`config.mk`:
```
export PLATFORM = sky130hd
export DESIGN_NAME = alu_req_engine
export DESIGN_NICKNAME = d
export VERILOG_FILES = /design/src/rtl/alu_req_engine.sv
export SDC_FILE = /design/constraint.sdc
export NUM_CORES = 1
export LEC_CHECK = 0
export BUFFER_PORTS_ARGS = -buffer_cell sky130_fd_sc_hd__buf_2
export CAP_MARGIN = 30
export CORE_UTILIZATION = 50
export CTS_CLUSTER_DIAMETER = 40
export DETAILED_ROUTE_END_ITERATION = 16
export PLACE_DENSITY = 0.92
export SLEW_MARGIN = 40
export SYNTH_ARGS = -nofsm -noshare
export SYNTH_HDL_FRONTEND = slang
export SYNTH_SLANG_ARGS = --single-unit
```
`constraint.sdc`:
```
create_clock -name clk -period 2.3 [get_ports clk]
set_input_delay 0 -clock clk [delete_from_list [all_inputs] [get_ports clk]]
set_output_delay 0 -clock clk [all_outputs]
set_load 0.05 [all_outputs]
```
`src/rtl/alu_req_engine.sv`:
```
// Single-outstanding request engine wrapped around an external combinational ALU:
// registers operands on accept, captures the ALU result one cycle later, holds it until the response handshake.
module alu_req_engine #(
  parameter int TAGW = 4
) (
  input  logic            clk,
  input  logic            reset,
  input  logic            req_valid,
  output logic            req_ready,
  input  logic [3:0]      req_op,
  input  logic [15:0]     req_a,
  input  logic [15:0]     req_b,
  input  logic            req_chain,
  input  logic [TAGW-1:0] req_tag,
  output logic [15:0]     alu_a,
  output logic [15:0]     alu_b,
  output logic [3:0]      alu_op,
  input  logic [15:0]     alu_c,
  input  logic            alu_cout,
  output logic            rsp_valid,
  input  logic            rsp_ready,
  output logic [15:0]     rsp_c,
  output logic            rsp_cout,
  output logic [TAGW-1:0] rsp_tag,
  output logic [15:0]     rsp_count
);

  localparam int DATA_W = 16;

  typedef enum logic [1:0] {
    ST_IDLE  = 2'd0,
    ST_DRIVE = 2'd1,
    ST_RESP  = 2'd2
  } state_t;

  state_t              r_state;
  state_t              w_state_nxt;
  logic                w_accept;
  logic                w_capture;
  logic                w_rsp_done;

  logic [DATA_W-1:0]   r_alu_a_p0;
  logic [DATA_W-1:0]   r_alu_b_p0;
  logic [3:0]          r_alu_op_p0;
  logic [TAGW-1:0]     r_tag_p0;
  logic [DATA_W-1:0]   r_rsp_c_p1;
  logic                r_rsp_cout_p1;
  logic [TAGW-1:0]     r_rsp_tag_p1;
  logic [DATA_W-1:0]   r_last;
  logic [15:0]         r_count;

  assign w_accept   = (r_state == ST_IDLE) && req_valid;
  assign w_capture  = (r_state == ST_DRIVE);
  assign w_rsp_done = (r_state == ST_RESP) && rsp_ready;

  always_ff @(posedge clk) begin
    if (reset) r_state <= ST_IDLE;
    else       r_state <= w_state_nxt;
  end

  always_comb begin
    w_state_nxt = r_state;
    case (r_state)
      ST_IDLE:  if (req_valid) w_state_nxt = ST_DRIVE;
      ST_DRIVE: w_state_nxt = ST_RESP;
      ST_RESP:  if (rsp_ready) w_state_nxt = ST_IDLE;
      default:  w_state_nxt = ST_IDLE;
    endcase
  end

  // p0: operands launched to the ALU on accept; stay put until the next accept
  always_ff @(posedge clk) begin
    if (reset) begin
      r_alu_a_p0  <= '0;
      r_alu_b_p0  <= '0;
      r_alu_op_p0 <= '0;
      r_tag_p0    <= '0;
    end else if (w_accept) begin
      r_alu_a_p0  <= req_chain ? r_last : req_a;
      r_alu_b_p0  <= req_b;
      r_alu_op_p0 <= req_op;
      r_tag_p0    <= req_tag;
    end
  end

  // p1: ALU result captured at the edge leaving DRIVE, held through RESP and IDLE
  always_ff @(posedge clk) begin
    if (reset) begin
      r_rsp_c_p1    <= '0;
      r_rsp_cout_p1 <= 1'b0;
      r_rsp_tag_p1  <= '0;
      r_last        <= '0;
    end else if (w_capture) begin
      r_rsp_c_p1    <= alu_c;
      r_rsp_cout_p1 <= alu_cout;
      r_rsp_tag_p1  <= r_tag_p0;
      r_last        <= alu_c;
    end
  end

  always_ff @(posedge clk) begin
    if (reset)           r_count <= '0;
    else if (w_rsp_done) r_count <= r_count + 16'd1;
  end

  assign req_ready = (r_state == ST_IDLE);
  assign rsp_valid = (r_state == ST_RESP);
  assign alu_a     = r_alu_a_p0;
  assign alu_b     = r_alu_b_p0;
  assign alu_op    = r_alu_op_p0;
  assign rsp_c     = r_rsp_c_p1;
  assign rsp_cout  = r_rsp_cout_p1;
  assign rsp_tag   = r_rsp_tag_p1;
  assign rsp_count = r_count;

endmodule

```
==> flow_metrics.env <==
export IMPL_mostFrequentLayoutCell="buf_2"
export IMPL_wire_per_inst_um=14.2
export IMPL_path_cells="nand3_1, or2_4, or4_1, a21oi_1"
export IMPL_synthFlopType="dfxtp_1"
export IMPL_synthMuxAreaShare_pct=5.58
export IMPL_ff2ff_path_depth=4
export IMPL_postCtsSetupBuffers=0
export IMPL_skew_ns=0.00646
export IMPL_syn_to_final_growth_pct=45.0
export IMPL_p_leak_nw=2.05
export IMPL_synth_compound_area_share_pct=12.9
export IMPL_port_buffers=136
export IMPL_routed_via_density=5.14
export IMPL_most_common_layout_cells="136 x buf_2, 94 x nand2_1, 79 x dfxtp_1"
export IMPL_yosysUniqueCellTypes=31
export IMPL_n_antenna_cell=0
export IMPL_seq_area_frac_synth_pct=51.8
export IMPL_critical_path_class="reg -> reg"
export IMPL_avgSynthCellArea_um2=8.52
export IMPL_synthTopCellsByArea="dfxtp_1 52%, nand2_1 12%, a21oi_1 8.2%"
export IMPL_ctsLongestPathBuffers=2
export IMPL_pre_cts_slack_ns=0.654
export IMPL_max_cap_violations=0
export IMPL_synthSimpleGateAreaFrac_pct=22.6
export IMPL_relSlewSlack_pct=53.3
export IMPL_synth_top_family_by_area="simple AND/OR/NAND/NOR gates"
export IMPL_final_hold_viol_count=0
export IMPL_final_setup_tns_ns=0
export IMPL_cts_root_buf="clkbuf_8"
export IMPL_worstPathArrival_ns=1.97
export IMPL_hold_path_class="in -> reg"
export IMPL_yosysWarnings=0
export IMPL_path_max_fanout=9
export IMPL_whs_path_depth=3
export IMPL_grt_first_pass_wirelength_mm=13.2
export IMPL_cpPeakStageDelay_ns=0.50
export IMPL_crit_cells=4
export IMPL_grt_max_degree=80
export IMPL_grt_overflow=0
export IMPL_cp_top_family="simple AND/OR/NAND/NOR gates"
export IMPL_die_w_um=80.1
export IMPL_vias=3139
export IMPL_n_fill_cell=435
export IMPL_synth_adder_area_share_pct=0.410
export IMPL_synthXorXnorAreaFrac_pct=3.16
export IMPL_gp_congestion=0.822
export IMPL_slew_violations=0
export IMPL_synth_async_reset_ratio_pct=0
export IMPL_worst_pin_slew_ns=0.700
export IMPL_ys_ff_latch=79
export IMPL_drive_gt1_share_pct=30.0
export IMPL_die_h_um=80.1
export IMPL_syn_inst=358
export IMPL_cts_sinks=79
export IMPL_layout_setup_ws_ns=0.602
export IMPL_clk_latency_ns=0.33
export IMPL_power_density_nw_per_um2=679
export IMPL_htree_num_levels=3
export IMPL_synth_nets=421
export IMPL_drc=0
export IMPL_drt_total_wl_mm=8.66
export IMPL_rsz0062_at_grt="no"
export IMPL_start_util_pct=51.8
export IMPL_synth_top_area_share_pct=51.8
export IMPL_grt_pass1_vias=2964
export IMPL_cts_buffers=9
export IMPL_syn_area_um2=3050
export IMPL_tritoncts="yes"
export IMPL_hold_buffers=48
export IMPL_period_needed_ns=1.70
export IMPL_fmax_mhz=589
export IMPL_crit_buf_inv=0
export IMPL_setup_viol=0
export IMPL_synth_edff_count=0
export IMPL_status="finished clean"
export IMPL_critPathLaunchType="flop"
export IMPL_first_pass_iters=4
export IMPL_grtUsageTotal_pct=27.2
export IMPL_boundaryPins=137
export IMPL_yosys_area_top_type="dfxtp_1"
export IMPL_dieArea_um2=6420
export IMPL_finalCritPeriodShare_pct=73.8
export IMPL_dr_first_iter_drc_count=75
export IMPL_coreArea_um2=5890
export IMPL_vdd_drop_max_mv=0.400
export IMPL_antenna_found_initial=0
export IMPL_drtAntennaViolNets=0
export IMPL_row_count=28
export IMPL_dp_hpwl_mm=5.11
export IMPL_endpoint_kind="flop"
export IMPL_ctsResizeCount=0
export IMPL_cp_data_required_time_ns=2.57
export IMPL_fin_nets=594
export IMPL_critPathSlowestCell="dfxtp_1"
export IMPL_clk_pin_slew_ns=0.08
## report_power, final
part           total, W  internal [W]  switching, W
Clock          0.000895      0.000415      0.000480
Combinational  0.000631      0.000208      0.000423
Sequential      0.00148       0.00144     0.0000412
## worst min-delay path: cells and delay by family
family | cells | cell delay (ns)
AO/OA/AOI/OAI | 1 | 0.09
buffers and inverters | 1 | 0.09
multiplexers | 1 | 0.13
## area by class of cell
cell class                      count  area [um^2]  area share [%]
Multi-Input combinational cell    254         1370            30.9
Clock buffer                       10          138            3.11
Clock inverter                      6         36.3           0.820
Sequential cell                    79         1580            35.7
Tap cell                           75         93.8            2.12
Timing Repair Buffer              187         1210            27.3
## cells in the mapped netlist, drive strengths merged, types with 2 or more instances
cell     n
a211oi  16
a21oi   50
and2     2
and3     2
buf     10
clkbuf  15
dfxtp   79
mux2i   17
nand2   95
nand2b   2
nand3    5
nand4    5
nor2    30
nor3     2
nor4     2
o21ai    3
or3      3
xnor2    5
xor2     6
## final timing paths
check	start	endpoint	slack, ns
worst min register to register	alu_b[7]	alu_b[7]	0.45
worst max register to register	rsp_count[2]	rsp_count[15]	0.60
worst min-delay path	req_a[5]	alu_a[5]	0.02
worst max-delay path	rsp_count[2]	rsp_count[15]	0.60
## stage by stage
stage               hold WS [ns]  area [um^2]  instances  total power, W  utilization (%)
finish                    0.0178         4420        611         0.00301             75.2
global route              0.0172         4420        611         0.00314             75.2
CTS                      0.00307         4420        611         0.00301             75.1
detailed placement         0.248         3770        547         0.00207             64.0
global placement           0.239         3770        547         0.00205             64.0
floorplan                  0.136         3050        358         0.00191                -
## sequential cells by signal (all words and copies together) (netlist names)
| name | count |
|---|---|
| r_last | 16 |
| rsp_tag | 4 |
| r_state | 2 |
| r_tag_p0 | 4 |
| alu_b | 16 |
| alu_op | 4 |
| alu_a | 16 |
| rsp_cout | 1 |
| rsp_count | 16 |
## routing by layer
layer  GRT usage, %  wire, um  vias to the layer above
met2           51.5      4620                      120
met3           5.11       457                       24
li1               -         -                     1549
met1           28.6      3350                     1446
met4           12.9       236                        0
met5              0         0                        -
## kinds of logic (layout without fill, tap and decap cells)
family                     after synthesis  after routing
DFF                                     79             79
muxes                                   17             17
AOI/OAI and AO/OA                       70             70
xor gates and xnor gates                11             11
adders and majority gates                1              1
and+or+nand+nor                        155            155
buffers and inverters                   25            203
(Power assumes the default switching activity.)
